--- src/rtl/dmem_arbiter_if.sv ---
`default_nettype none
// +----------------------------------------------------------------------------+
// | dmem_arbiter_if                                                            |
// | Requester (A/B) and data_memory signal bundle for dmem_arbiter.            |
// | Rev 1.0                                                                    |
// +----------------------------------------------------------------------------+
interface dmem_arbiter_if #(
  parameter int ADDR_W = 12,
  parameter int DATA_W = 32
);
  logic              a_req;
  logic              a_we;
  logic [ADDR_W-1:0] a_addr;
  logic [DATA_W-1:0] a_wdata;
  logic [3:0]        a_byteena;
  logic              a_grant;
  logic              a_stall;
  logic              a_rvalid;

  logic              b_req;
  logic              b_we;
  logic              b_lock;
  logic [ADDR_W-1:0] b_addr;
  logic [DATA_W-1:0] b_wdata;
  logic [3:0]        b_byteena;
  logic              b_grant;
  logic              b_rvalid;

  logic [DATA_W-1:0] rdata;

  logic [ADDR_W-1:0] mem_address;
  logic [DATA_W-1:0] mem_data;
  logic [3:0]        mem_byteena;
  logic              mem_wren;
  logic [DATA_W-1:0] mem_q;

  modport slave (
    input  a_req, a_we, a_addr, a_wdata, a_byteena,
    output a_grant, a_stall, a_rvalid,
    input  b_req, b_we, b_lock, b_addr, b_wdata, b_byteena,
    output b_grant, b_rvalid,
    output rdata,
    output mem_address, mem_data, mem_byteena, mem_wren,
    input  mem_q
  );

  modport master (
    output a_req, a_we, a_addr, a_wdata, a_byteena,
    input  a_grant, a_stall, a_rvalid,
    output b_req, b_we, b_lock, b_addr, b_wdata, b_byteena,
    input  b_grant, b_rvalid,
    input  rdata,
    input  mem_address, mem_data, mem_byteena, mem_wren,
    output mem_q
  );
endinterface
`default_nettype wire

--- src/rtl/dmem_arbiter.sv ---
`default_nettype none
// +----------------------------------------------------------------------------+
// | dmem_arbiter                                                               |
// | Shares data_memory between core port A (priority) and DMA port B with      |
// | starvation guard and B burst lock. DMEM_ARB_PERF_EN adds perf counters.    |
// | Rev 1.0                                                                    |
// +----------------------------------------------------------------------------+
module dmem_arbiter #(
  parameter int ADDR_W    = 12,
  parameter int DATA_W    = 32,
  parameter int MAX_WAIT  = 4,
  parameter int BURST_MAX = 8
) (
  input  wire logic    clock,
  input  wire logic    reset,
  dmem_arbiter_if.slave bus
`ifdef DMEM_ARB_PERF_EN
  ,
  output logic [31:0]  perf_a_stall_cnt,
  output logic [31:0]  perf_b_wait_cnt
`endif
);

  localparam logic [3:0] c_max_wait  = 4'(MAX_WAIT);
  localparam logic [3:0] c_burst_max = 4'(BURST_MAX);

  typedef enum logic [0:0] {
    A_OWN   = 1'b0,
    B_BURST = 1'b1
  } state_t;

  state_t     r_state;
  state_t     w_state_nxt;
  logic [3:0] r_wait_cnt;
  logic [3:0] w_wait_nxt;
  logic [3:0] r_burst_cnt;
  logic [3:0] w_burst_nxt;
  logic       r_a_rvalid;
  logic       r_b_rvalid;
  logic       w_rule_burst;
  logic       w_a_grant;
  logic       w_b_grant;
  logic       w_b_denied;

  always_ff @(posedge clock or negedge reset) begin
    if (!reset) begin
      r_state     <= A_OWN;
      r_wait_cnt  <= 4'd0;
      r_burst_cnt <= 4'd0;
      r_a_rvalid  <= 1'b0;
      r_b_rvalid  <= 1'b0;
    end else begin
      r_state     <= w_state_nxt;
      r_wait_cnt  <= w_wait_nxt;
      r_burst_cnt <= w_burst_nxt;
      r_a_rvalid  <= w_a_grant & ~bus.a_we;
      r_b_rvalid  <= w_b_grant & ~bus.b_we;
    end
  end

  // Grants are forced low while reset is held so nothing reaches the memory.
  always_comb begin
    w_rule_burst = (r_state == B_BURST) && bus.b_req && bus.b_lock &&
                   (r_burst_cnt < c_burst_max);
    w_a_grant    = 1'b0;
    w_b_grant    = 1'b0;
    if (reset) begin
      if (w_rule_burst)
        w_b_grant = 1'b1;
      else if (bus.a_req && (r_wait_cnt < c_max_wait))
        w_a_grant = 1'b1;
      else if (bus.b_req)
        w_b_grant = 1'b1;
      else if (bus.a_req)
        w_a_grant = 1'b1;
    end
    w_b_denied = bus.b_req & ~w_b_grant;
  end

  always_comb begin
    w_state_nxt = r_state;
    w_burst_nxt = r_burst_cnt;
    case (r_state)
      A_OWN: begin
        if (w_b_grant && bus.b_lock) begin
          w_state_nxt = B_BURST;
          w_burst_nxt = 4'd1;
        end
      end
      B_BURST: begin
        if (w_rule_burst) begin
          w_burst_nxt = r_burst_cnt + 4'd1;
        end else begin
          w_state_nxt = A_OWN;
          w_burst_nxt = 4'd0;
        end
      end
      default: begin
        w_state_nxt = A_OWN;
        w_burst_nxt = 4'd0;
      end
    endcase

    w_wait_nxt = r_wait_cnt;
    if (!w_b_denied)
      w_wait_nxt = 4'd0;
    else if (r_wait_cnt < c_max_wait)
      w_wait_nxt = r_wait_cnt + 4'd1;
  end

  assign bus.a_grant     = w_a_grant;
  assign bus.b_grant     = w_b_grant;
  assign bus.a_stall     = bus.a_req & ~w_a_grant & reset;
  assign bus.a_rvalid    = r_a_rvalid;
  assign bus.b_rvalid    = r_b_rvalid;
  assign bus.rdata       = bus.mem_q;

  // Idle cycles keep the A inputs on the address bus.
  assign bus.mem_address = w_b_grant ? bus.b_addr    : bus.a_addr;
  assign bus.mem_data    = w_b_grant ? bus.b_wdata   : bus.a_wdata;
  assign bus.mem_byteena = w_b_grant ? bus.b_byteena : bus.a_byteena;
  assign bus.mem_wren    = (w_a_grant & bus.a_we) | (w_b_grant & bus.b_we);

`ifdef DMEM_ARB_PERF_EN
  always_ff @(posedge clock or negedge reset) begin
    if (!reset) begin
      perf_a_stall_cnt <= 32'd0;
      perf_b_wait_cnt  <= 32'd0;
    end else begin
      if (bus.a_stall)
        perf_a_stall_cnt <= perf_a_stall_cnt + 32'd1;
      if (w_b_denied)
        perf_b_wait_cnt  <= perf_b_wait_cnt + 32'd1;
    end
  end
`endif

endmodule
`default_nettype wire

--- src/flat_wrapper.sv ---
// flat-port wrapper written by rule: the top's interface ports become plain ports
module dmem_arbiter_flat 
#(
  parameter int ADDR_W    = 12,
  parameter int DATA_W    = 32,
  parameter int MAX_WAIT  = 4,
  parameter int BURST_MAX = 8
)
  (clock, reset, bus_a_req, bus_a_we, bus_a_addr, bus_a_wdata, bus_a_byteena, bus_a_grant, bus_a_stall, bus_a_rvalid, bus_b_req, bus_b_we, bus_b_lock, bus_b_addr, bus_b_wdata, bus_b_byteena, bus_b_grant, bus_b_rvalid, bus_rdata, bus_mem_address, bus_mem_data, bus_mem_byteena, bus_mem_wren, bus_mem_q);
  dmem_arbiter_if #(.ADDR_W(ADDR_W), .DATA_W(DATA_W)) bus_i ();
  input  wire logic clock;
  input  wire logic reset;
  input wire logic [$bits(bus_i.a_req)-1:0] bus_a_req;
  input wire logic [$bits(bus_i.a_we)-1:0] bus_a_we;
  input wire logic [$bits(bus_i.a_addr)-1:0] bus_a_addr;
  input wire logic [$bits(bus_i.a_wdata)-1:0] bus_a_wdata;
  input wire logic [$bits(bus_i.a_byteena)-1:0] bus_a_byteena;
  output wire logic [$bits(bus_i.a_grant)-1:0] bus_a_grant;
  output wire logic [$bits(bus_i.a_stall)-1:0] bus_a_stall;
  output wire logic [$bits(bus_i.a_rvalid)-1:0] bus_a_rvalid;
  input wire logic [$bits(bus_i.b_req)-1:0] bus_b_req;
  input wire logic [$bits(bus_i.b_we)-1:0] bus_b_we;
  input wire logic [$bits(bus_i.b_lock)-1:0] bus_b_lock;
  input wire logic [$bits(bus_i.b_addr)-1:0] bus_b_addr;
  input wire logic [$bits(bus_i.b_wdata)-1:0] bus_b_wdata;
  input wire logic [$bits(bus_i.b_byteena)-1:0] bus_b_byteena;
  output wire logic [$bits(bus_i.b_grant)-1:0] bus_b_grant;
  output wire logic [$bits(bus_i.b_rvalid)-1:0] bus_b_rvalid;
  output wire logic [$bits(bus_i.rdata)-1:0] bus_rdata;
  output wire logic [$bits(bus_i.mem_address)-1:0] bus_mem_address;
  output wire logic [$bits(bus_i.mem_data)-1:0] bus_mem_data;
  output wire logic [$bits(bus_i.mem_byteena)-1:0] bus_mem_byteena;
  output wire logic [$bits(bus_i.mem_wren)-1:0] bus_mem_wren;
  input wire logic [$bits(bus_i.mem_q)-1:0] bus_mem_q;
  assign bus_i.a_req = bus_a_req;
  assign bus_i.a_we = bus_a_we;
  assign bus_i.a_addr = bus_a_addr;
  assign bus_i.a_wdata = bus_a_wdata;
  assign bus_i.a_byteena = bus_a_byteena;
  assign bus_a_grant = bus_i.a_grant;
  assign bus_a_stall = bus_i.a_stall;
  assign bus_a_rvalid = bus_i.a_rvalid;
  assign bus_i.b_req = bus_b_req;
  assign bus_i.b_we = bus_b_we;
  assign bus_i.b_lock = bus_b_lock;
  assign bus_i.b_addr = bus_b_addr;
  assign bus_i.b_wdata = bus_b_wdata;
  assign bus_i.b_byteena = bus_b_byteena;
  assign bus_b_grant = bus_i.b_grant;
  assign bus_b_rvalid = bus_i.b_rvalid;
  assign bus_rdata = bus_i.rdata;
  assign bus_mem_address = bus_i.mem_address;
  assign bus_mem_data = bus_i.mem_data;
  assign bus_mem_byteena = bus_i.mem_byteena;
  assign bus_mem_wren = bus_i.mem_wren;
  assign bus_i.mem_q = bus_mem_q;
  dmem_arbiter #(.ADDR_W(ADDR_W), .DATA_W(DATA_W), .MAX_WAIT(MAX_WAIT), .BURST_MAX(BURST_MAX)) u_core (.clock(clock), .reset(reset), .bus(bus_i));
endmodule
--- config.mk ---
export PLATFORM = sky130hd
export DESIGN_NAME = dmem_arbiter_flat
export DESIGN_NICKNAME = d
export VERILOG_FILES = /design/src/rtl/dmem_arbiter_if.sv /design/src/rtl/dmem_arbiter.sv /design/src/flat_wrapper.sv
export SDC_FILE = /design/constraint.sdc
export NUM_CORES = 1
export LEC_CHECK = 0
export ABC_CLOCK_PERIOD_IN_PS = 4200
export CORE_AREA = 2 2 86 88
export CTS_CLUSTER_SIZE = 12
export DETAILED_ROUTE_END_ITERATION = 8
export DIE_AREA = 0 0 88 90
export GPL_ROUTABILITY_DRIVEN = 1
export PLACE_DENSITY = 0.74
export SLEW_MARGIN = 10
export SYNTH_ARGS = -nofsm -noshare
export SYNTH_HDL_FRONTEND = slang
export SYNTH_SLANG_ARGS = --single-unit
--- constraint.sdc ---
create_clock -name clock -period 4.2 [get_ports clock]
set_input_delay 0.42 -clock clock [delete_from_list [all_inputs] [get_ports clock]]
set_output_delay 0.42 -clock clock [all_outputs]
set_load 0.03 [all_outputs]
==> results of run 1 <==
## cells by family (layout without fill, tap and decap cells)
kind of cell | Yosys count | count (layout)
AO/OA/AOI/OAI | 14 | 14
XOR/XNOR | 1 | 1
adder cells (fa/ha/maj) | 2 | 2
buffers and inverters | 40 | 166
flip-flops | 11 | 11
multiplexers | 48 | 48
AND/OR/NAND/NOR | 20 | 20
## worst max-delay path by stage
stage,depth (start not counted),slack [ns],to
detailed placement,6,1.13,bus_mem_address[3]
floorplan,3,1.75,bus_mem_wren
global placement,6,1.15,bus_mem_byteena[2]
finish,6,1.14,bus_mem_data[2]
global route,6,1.04,bus_mem_data[4]
CTS,6,1.12,bus_mem_data[4]
## report_power, final
group	total [mW]	switching (mW)	internal (mW)
clock network	0.104	0.0371	0.0664
registers	0.120	0.00655	0.114
logic	0.331	0.141	0.189
total	0.554	0.185	0.369
## layer usage
| metal | vias to the layer above | share of wire [%] |
|---|---|---|
| li1 | 710 | - |
| met1 | 681 | 36 |
| met2 | 97 | 55 |
| met3 | 5 | 8.7 |
| met4 | 0 | 0.72 |
| met5 | - | 0 |
## sequential cells by signal (all words and copies together) (netlist names)
register,cells
u_core.r_burst_cnt,4
u_core.r_wait_cnt,4
u_core.bus.a_rvalid,1
u_core.bus.b_rvalid,1
u_core.r_state,1
## placed cells by master, fill, tap and decap left out, drive strengths merged, types with 3 or more instances in the layout
cell type / netlist / final
a211oi: 3 / 3
buf: 37 / 3
clkbuf: 0 / 4
clkdlybuf4s50: 0 / 156
dfrtp: 11 / 11
inv: 3 / 3
mux2: 48 / 48
nand2: 5 / 5
nor3b: 3 / 3
## stage by stage
| step | total power, mW | hold slack, ns |
|---|---|---|
| floorplan | 0.329 | 0.124 |
| global placement | 0.449 | 0.513 |
| detailed placement | 0.452 | 0.519 |
| CTS | 0.560 | 0.530 |
| global route | 0.585 | 0.557 |
| finish | 0.554 | 0.527 |
## Yosys cell counts, types with 2 or more instances
library cell,count
a22o_1,2
nor2b_1,2
dfrtp_1,11
nor3b_1,2
a211oi_1,3
nor3_1,2
nand3_1,2
nor2_1,2
buf_6,5
buf_4,32
nand2_1,5
ha_1,2
inv_1,3
mux2_4,3
mux2_2,45
## worst max-delay path, cell delays in order
cell and delay [ns]:
clkdlybuf4s50_1 0.56, nand3b_2 0.15, a21oi_4 0.15, buf_4 0.36, mux2_2 0.38, clkdlybuf4s50_1 0.61
## cell type report
| cell class | count | area, sq um |
|---|---|---|
| multi-input cells | 85 | 832 |
| repair buffers | 159 | 1580 |
| inverters | 3 | 11.3 |
| flip-flops and latches | 11 | 275 |
| well taps | 99 | 124 |
| fillers | 687 | 4150 |
| clock buffers | 4 | 45.0 |
==> results.txt, run 1 <==
MaxCap Viol Count = 0
Nets@finish = 400
EDFF count, synth = 0
Gr busiest metal = met2
Crit Reg-Reg Startpoint = u_core.r_wait_cnt[2]
Yosys top cell by area = mux2_2
Met2 Use GR = 28.9%
Sequential-to-total area share from yosys stat = 19.5%
CTS root buf = clkbuf_8
Wirelength per Cell = 17.0 microns
Final hold vios = 0
Vias after detailed routing = 1493
Mux contribution to synthesized area = 39.0%
Num CTS Buffers = 3
Ports = 221
Vias/cell = 4.14
Fraction of registers with async set/reset = 100%
Arr. time, crit path = 2.64 ns
Post-synthesis cell type count = 30
Synth top area share = 35.8%
Flop2flop setup slack = 2.71 ns
Hold path endpoint = u_core.r_burst_cnt[3]
Total core area = 7020 sq um
Reg2Reg Depth = 4
Placed Instances = 357
Total GRT Usage = 15.1%
First-pass iteration count of the detailed router = 4
Leak = 1.09 nW
CTS tree = yes
Detail Route Antenna Nets = 0
CTS hold repair buffers = 0
Synth Area in Compound Gates = 8.31%
Row Count = 31
Die area = 7920 sq um
Final period utilization = 72.8%
Initial Utilization = 20.2%
Clock sink total = 11
Final Setup Violations = 0
Post-Place Setup Slack = 1.13 ns
Post-Synth Adder-Cell Area = 1.77%
First-pass GRT wire length = 9070 microns
CTS clk-pin slew, worst paths = 0.05 ns
Main synth FF type = dfrtp_1
CTS H-tree depth = 1
Clock Latency Late Sink = 0.23 ns
Post-CTS Setup Inserts = 0
DRC = 0
Combinational family with the most area after synthesis = multiplexers
Max transition margin = 74.9%
Final count of pins violating max slew = 0
Vias in the first global route = 1732
Post-Syn Instances = 136
Simple-gate area share of the yosys netlist = 9.11%
Clk_skew = 0.00214 ns
RSZ-0062 raised after global routing = false
Die Width = 88 microns
Worst r2r dst = u_core.r_state
Buffer levels on the longest clock path = 2
CP required = 3.78 ns
HP Class = reg -> reg
Post-route insts no fill = 361
Synthesized Nets = 273
Routing usage on met1 = 15.8%
Routed WL = 6120 microns
# resized after CTS = 0
Yosys reg bits = 11
Synthesized area = 1420 sq um
Final worst slack = 1.14 ns
Die Y = 90 microns
Least-Margin Pin Slew = 0.374 ns
Synth Warn # = 0
Worst setup startpoint = bus_b_lock
Post-layout min period = 3.06 ns
PD cells = 193 nW/um^2
Layout area overhead = 103%
Largest net degree at the start of global routing = 30
DP Area = 2830 sq um
Drt first-iter violations = 18
Fin util = 40.9%
Initial antenna violation count = 0
Final Cell Area = 2870 sq um
Avg Inst Size Synth = 10.4 sq um
Share of cells above drive strength 1 = 22.5%
Crit path capture type = output pin
Met3 Resource Use GR = 4.41%
Port Buffers = 156
Fmax achieved = 327 MHz
Hold path start = u_core.r_burst_cnt[3]
Status = finished, final reports clean
Post-DP HPWL = 5280 microns
Ant. Diodes = 0
Setup_tns = 0 ns
Crit Path Category = in -> out
Final GP Congestion = 0.815
Gr ovfl total = 0
Startpoint Class = input pin
XOR/XNOR share of the synthesized area = 0.619%
Top cells by area in the synthesized netlist = mux2_2 (36%), dfrtp_1 (19%), buf_4 (17%)
Max FO, Critical Path = 29
Max VDD drop = 0.0000812 V
Hold Path Stages = 1
Note: power is estimated with default switching activity, not from simulation.
==> inputs of run 2 (changes only) <==
--- a/config.mk
+++ b/config.mk
@@ -5,13 +5,13 @@
 export SDC_FILE = /design/constraint.sdc
 export NUM_CORES = 1
 export LEC_CHECK = 0
-export ABC_CLOCK_PERIOD_IN_PS = 4200
+export ABC_CLOCK_PERIOD_IN_PS = 2600
 export CORE_AREA = 2 2 86 88
 export CTS_CLUSTER_SIZE = 12
 export DETAILED_ROUTE_END_ITERATION = 8
 export DIE_AREA = 0 0 88 90
 export GPL_ROUTABILITY_DRIVEN = 1
-export PLACE_DENSITY = 0.74
+export PLACE_DENSITY = 0.77
 export SLEW_MARGIN = 10
 export SYNTH_ARGS = -nofsm -noshare
 export SYNTH_HDL_FRONTEND = slang
==> constraint.sdc (replaced) <==
create_clock -name clock -period 2.6 [get_ports clock]
set_input_delay 0.26 -clock clock [delete_from_list [all_inputs] [get_ports clock]]
set_output_delay 0.26 -clock clock [all_outputs]
set_load 0.03 [all_outputs]
==> run 2 against run 1 <==
Against the previous run: final area grew 2.6%; combinational power up 63%; largest cell class unchanged; clock skew increased by 0.0083 ns; cell count rose by 2.2%; critical path type is now reg -> out; register-to-register slack lost 1.6 ns; critical endpoint is now bus_mem_byteena[0]; routed wire length increased by 10%; total power is 64% higher; clock-buffer cell count fell by 1; via count is 3.2% higher; sequential power up 62%.
==> results.txt, run 2 (synthesized netlist as in run 1, its figures left out) <==
Status = finished, final reports clean (unchanged)
Total core area = 7020 sq um (unchanged)
Nets@finish = 408 (was 400)
First-pass GRT wire length = 9320 microns (was 9070 microns)
Post-CTS Setup Inserts = 0 (unchanged)
Max VDD drop = 0.000120 V (was 0.0000812 V)
CP required = 2.34 ns (was 3.78 ns)
Leak = 1.25 nW (was 1.09 nW)
Buffer levels on the longest clock path = 2 (unchanged)
Final Cell Area = 2950 sq um (was 2870 sq um)
Clock sink total = 11 (unchanged)
Clk_skew = 0.0104 ns (was 0.00214 ns)
Crit Reg-Reg Startpoint = u_core.r_burst_cnt[3] (was u_core.r_wait_cnt[2])
Row Count = 31 (unchanged)
Share of cells above drive strength 1 = 31.1% (was 22.5%)
DP Area = 2870 sq um (was 2830 sq um)
Die area = 7920 sq um (unchanged)
Placed Instances = 365 (was 357)
Final count of pins violating max slew = 0 (unchanged)
Vias after detailed routing = 1541 (was 1493)
Vias/cell = 4.18 (was 4.14)
Drt first-iter violations = 26 (was 18)
Final period utilization = 97.9%
Max FO, Critical Path = 26 (was 29)
Fmax achieved = 393 MHz
Most frequent cells in the layout = clkdlybuf4s50_1 (129), mux2_2 (45), buf_4 (25) (was clkdlybuf4s50_1 (156), mux2_2 (45), dfrtp_1 (11))
Max transition margin = 77.4% (was 74.9%)
Post-layout min period = 2.55 ns
Worst setup startpoint = u_core.r_burst_cnt[3] (was bus_b_lock)
Least-Margin Pin Slew = 0.338 ns (was 0.374 ns)
Setup_tns = 0 ns (unchanged)
Ports = 221 (unchanged)
Crit path capture type = output pin (unchanged)
Arr. time, crit path = 2.29 ns (was 2.64 ns)
Layout area overhead = 108% (was 103%)
Most common cell after layout, fill and taps aside = clkdlybuf4s50_1 (unchanged)
Num CTS Buffers = 3 (unchanged)
Vias in the first global route = 1681 (was 1732)
Post-route insts no fill = 369 (was 361)
Final GP Congestion = 0.838 (was 0.815)
MaxCap Viol Count = 0 (unchanged)
Clock Latency Late Sink = 0.25 ns (was 0.23 ns)
Startpoint Class = flop (was input pin)
HP Class = in -> async (was reg -> reg)
Detail Route Antenna Nets = 0 (unchanged)
Post-Place Setup Slack = 0.0240 ns (was 1.13 ns)
Port Buffers = 156 (unchanged)
Layout fillers = 694 (was 687)
Top flop regs = u_core.r_burst_cnt: 4 flops, u_core.r_wait_cnt: 4 flops (unchanged)
RSZ-0062 raised after global routing = false (unchanged)
Routed WL = 6740 microns (was 6120 microns)
CTS H-tree depth = 1 (unchanged)
Wirelength per Cell = 18.3 microns (was 17.0 microns)
Final Setup Violations = 0 (unchanged)
CTS hold repair buffers = 0 (unchanged)
CTS clk-pin slew, worst paths = 0.06 ns (was 0.05 ns)
First-pass iteration count of the detailed router = 4 (unchanged)
Gr ovfl total = 0 (unchanged)
Final hold vios = 0 (unchanged)
Post-DP HPWL = 6060 microns (was 5280 microns)
Final worst slack = 0.0543 ns (was 1.14 ns)
Initial antenna violation count = 0 (unchanged)
Total GRT Usage = 15.9% (was 15.1%)
Register area = 275 sq um (unchanged)
PD cells = 309 nW/um^2 (was 193 nW/um^2)
Ant. Diodes = 0 (unchanged)
Crit Path Category = reg -> out (was in -> out)
Reg2Reg Depth = 5 (was 4)
DRC = 0 (unchanged)
Largest net degree at the start of global routing = 27 (was 30)
Die Y = 90 microns (unchanged)
Die Width = 88 microns (unchanged)
Initial Utilization = 20.2% (unchanged)
CTS tree = yes (unchanged)
CTS root buf = clkbuf_8 (unchanged)
Multi-input logic area = 832 sq um (unchanged)
run 2: cell count changes in the layout (fill, tap and decap cells not counted), sizes merged:
cell / change
clkinv: +1
clkbuf: -1
clkdlybuf4s50: -27
buf: +24
dlymetal6s2s: +11
run 2: area by class of cell:
cell class                      count  share of cell area, %
Sequential cell                    11                   9.35
Timing Repair Buffer              167                   56.2
Tap cell                           99                   4.21
Clock buffer                        3                   1.40
Multi-Input combinational cell     85                   28.2
Clock inverter                      1                  0.170
Inverter                            3                  0.382
run 2: critical path, stage by stage (launching register included):
cell and delay, ns:
dfrtp_1 0.40, nand3b_2 0.25, a21oi_4 0.21, buf_12 0.21, mux2_2 0.35, clkdlybuf4s50_1 0.60
run 2: worst paths after layout:
path | endpoint | slack, ns
setup / recovery | bus_mem_byteena[0] | 0.05
hold / removal | u_core.r_burst_cnt[1] | 0.35
setup reg to reg | u_core.bus.b_rvalid | 1.08
hold reg to reg | u_core.r_burst_cnt[3] | 0.54
max in group asynchronous | u_core.bus.b_rvalid | 2.07
min in group clock | bus_rdata[15] | 0.52
run 2: power breakdown:
| group | switching [mW] | internal, mW |
|---|---|---|
| Sequential | 0.0108 | 0.183 |
| Clock | 0.0714 | 0.106 |
| Combinational | 0.233 | 0.307 |
| Total | 0.315 | 0.596 |
run 2: metrics by stage:
stage               hold WS [ns]  power (mW)  util [%]
finish                     0.350       0.911      42.0
global placement           0.515       0.732      40.9
CTS                        0.355       0.922      41.6
detailed placement         0.520       0.742      40.9
global route               0.365       0.950      42.0
floorplan                -0.0356       0.532         -
run 2: layer usage:
layer	vias up	routed length, microns	global-route usage (%)
met4	0	289	7.44
li1	724	-	-
met2	114	3520	29.9
met3	11	723	4.68
met1	692	2200	15.3
met5	-	0	0
run 2: timing repair:
item                                   4_1_cts  5_1_grt
gates resized for setup                      0       11
endpoints found under the hold margin        0        0
setup endpoints to repair                    0       11
==> inputs of run 3 (changes only) <==
--- a/config.mk
+++ b/config.mk
@@ -12,7 +12,8 @@
 export DIE_AREA = 0 0 88 90
 export GPL_ROUTABILITY_DRIVEN = 1
 export PLACE_DENSITY = 0.77
-export SLEW_MARGIN = 10
+export SETUP_SLACK_MARGIN = 0.3
+export SLEW_MARGIN = 20
 export SYNTH_ARGS = -nofsm -noshare
 export SYNTH_HDL_FRONTEND = slang
 export SYNTH_SLANG_ARGS = --single-unit
==> run 3 against run 2 <==
Against the previous run: flip-flop and latch count unchanged; cell count up 1.1%; highest routed layer unchanged; non-clock buffer count up 4; final area shrank 0.68%; largest cell class unchanged.
==> results.txt, run 3 (synthesized netlist as in run 1, its figures left out) <==
Setup_tns = 0 ns (unchanged)
Final count of pins violating max slew = 0 (unchanged)
Share of cells above drive strength 1 = 39.4% (was 31.1%)
Clock Latency Late Sink = 0.25 ns (about the same)
Status = finished, final reports clean (unchanged)
Die Width = 88 microns (unchanged)
Crit Path Category = reg -> out (unchanged)
Total GRT Usage = 16.2% (was 15.9%)
Vias in the first global route = 1690 (was 1681)
HP Class = in -> async (unchanged)
Layout area overhead = 107% (was 108%)
Initial antenna violation count = 0 (unchanged)
First-pass iteration count of the detailed router = 4 (unchanged)
Num CTS Buffers = 3 (unchanged)
Gr ovfl total = 0 (unchanged)
Ports = 221 (unchanged)
Die area = 7920 sq um (unchanged)
Crit path largest cell delay = 0.40 ns (was 0.60 ns)
First-pass GRT wire length = 9470 microns (was 9320 microns)
Initial Utilization = 20.2% (unchanged)
CTS clk-pin slew, worst paths = 0.06 ns (about the same)
Final hold vios = 0 (unchanged)
Fmax achieved = 452 MHz (was 393 MHz)
CTS hold repair buffers = 0 (unchanged)
Post-DP HPWL = 6060 microns (unchanged)
PD cells = 307 nW/um^2 (was 309 nW/um^2)
Buffer levels on the longest clock path = 2 (unchanged)
Largest net degree at the start of global routing = 17 (was 27)
Wirelength per Cell = 18.4 microns (was 18.3 microns)
Most common cell after layout, fill and taps aside = clkdlybuf4s50_1 (unchanged)
Nets@finish = 412 (was 408)
Cell at the slowest stage of the critical path = dfrtp_1 (was clkdlybuf4s50_1)
Post-layout min period = 2.21 ns (was 2.55 ns)
CP required = 2.34 ns (about the same)
Row Count = 31 (unchanged)
Arr. time, crit path = 1.95 ns (was 2.29 ns)
Final worst slack = 0.388 ns (was 0.0543 ns)
Total core area = 7020 sq um (unchanged)
Vias after detailed routing = 1562 (was 1541)
RSZ-0062 raised after global routing = false (unchanged)
Die Y = 90 microns (unchanged)
CTS root buf = clkbuf_8 (unchanged)
Fin util = 41.7% (was 42.0%)
Post-Place Setup Slack = 0.0240 ns (unchanged)
Final GP Congestion = 0.838 (unchanged)
Clock sink total = 11 (unchanged)
DRC = 0 (unchanged)
Ant. Diodes = 0 (unchanged)
Routed WL = 6880 microns (was 6740 microns)
Vias/cell = 4.19 (was 4.18)
Port Buffers = 156 (unchanged)
Max VDD drop = 0.000120 V (about the same)
Least-Margin Pin Slew = 0.320 ns (was 0.338 ns)
Top cell by count, worst path = buf_6
Critical path cell sequence = nand3b_4, a21oi_4, buf_6, buf_12, buf_6, mux2_2, buf_4 (was nand3b_2, a21oi_4, buf_12, mux2_2, clkdlybuf4s50_1)
CTS H-tree depth = 1 (unchanged)
Final hold slack = 0.378 ns (was 0.350 ns)
Leak = 1.25 nW (about the same)
Startpoint Class = flop (unchanged)
MaxCap Viol Count = 0 (unchanged)
CTS tree = yes (unchanged)
Final Setup Violations = 0 (unchanged)
Detail Route Antenna Nets = 0 (unchanged)
Max FO, Critical Path = 13 (was 26)
Crit path capture type = output pin (unchanged)
Most frequent cells in the layout = clkdlybuf4s50_1 (102), mux2_2 (45), buf_4 (20) (was clkdlybuf4s50_1 (129), mux2_2 (45), buf_4 (25))
Final period utilization = 85.1% (was 97.9%)
Drt first-iter violations = 23 (was 26)
Layout fillers = 698 (was 694)
Clk_skew = 0.00984 ns (was 0.0104 ns)
Top flop regs = u_core.r_burst_cnt: 4 flops, u_core.r_wait_cnt: 4 flops (unchanged)
Max transition margin = 78.8% (was 77.4%)
==> run 3: cell types whose count changed in the layout (fill, tap and decap cells not counted) <==
cell,before,now
clkdlybuf4s15_2,0,5
nand2_1,5,4
clkdlybuf4s50_1,129,102
dlygate4sd2_1,0,18
nand3b_4,0,1
buf_16,0,1
dlymetal6s2s_1,11,1
nand3b_2,1,0
clkbuf_2,0,2
buf_6,0,8
buf_4,25,20
buf_2,0,12
nand2_2,0,1
==> run 3: final cells by class <==
| type | instances | area, sq um | area share, % |
|---|---|---|---|
| Timing Repair Buffer | 171 | 1630 | 55.6 |
| Multi-Input combinational cell | 85 | 843 | 28.8 |
| Sequential cell | 11 | 275 | 9.41 |
| Tap cell | 99 | 124 | 4.23 |
| Clock buffer | 3 | 41.3 | 1.41 |
| Inverter | 3 | 11.3 | 0.385 |
| Clock inverter | 1 | 5.00 | 0.171 |
==> run 3: through the flow <==
| step | instances | total power [mW] | cell area [sq um] |
|---|---|---|---|
| final | 373 | 0.899 | 2930 |
| after floorplan | 136 | 0.532 | 1420 |
| after global placement | 365 | 0.732 | 2870 |
| after global routing | 373 | 0.938 | 2930 |
| after detailed placement | 365 | 0.742 | 2870 |
| after CTS | 372 | 0.900 | 2900 |
==> run 3: power breakdown <==
group	total (mW)	switching (mW)	leakage, nW	internal (mW)
Clock	0.177	0.0718	0.0255	0.106
Sequential	0.194	0.0109	0.148	0.183
Combinational	0.527	0.237	1.08	0.290
==> run 3: critical path, delay by kind of cell (launching register included) <==
family | cells | cell delay [ns]
simple gates | 1 | 0.18
flops | 1 | 0.40
mux | 1 | 0.33
compound gates | 1 | 0.18
buf+inv | 4 | 0.60
==> run 3: repair_timing <==
| item | CTS | global route |
|---|---|---|
| pin swaps | 1 | 1 |
| hold endpoints to repair | 0 | 0 |
| endpoints found under the setup margin | 37 | 22 |
| resized for setup | 94 | 17 |
| cloned | 1 | 0 |
| setup buffers | 2 | 1 |
==> run 3: path summary, 6_finish.rpt <==
kind / from / to / slack, ns / cells after the start
setup / recovery: u_core.r_burst_cnt[3] / bus_mem_address[5] / 0.39 / 7
hold / removal: reset / u_core.r_burst_cnt[1] / 0.38 / 2
setup reg to reg: u_core.r_wait_cnt[2] / u_core.bus.b_rvalid / 1.13 / 6
hold reg to reg: u_core.r_burst_cnt[2] / u_core.r_burst_cnt[2] / 0.54 / 1
max in group asynchronous: reset / u_core.bus.b_rvalid / 2.04 / 2
min in group clock: bus_mem_q[15] / bus_rdata[15] / 0.52 / 0
==> run 3: layer usage <==
layer | GRT usage, % | vias to the layer above | wire [microns]
met5 | 0 | - | 0
met4 | 7.18 | 0 | 280
met3 | 4.59 | 9 | 707
met2 | 30.3 | 114 | 3570
met1 | 16.0 | 705 | 2320
li1 | - | 734 | -
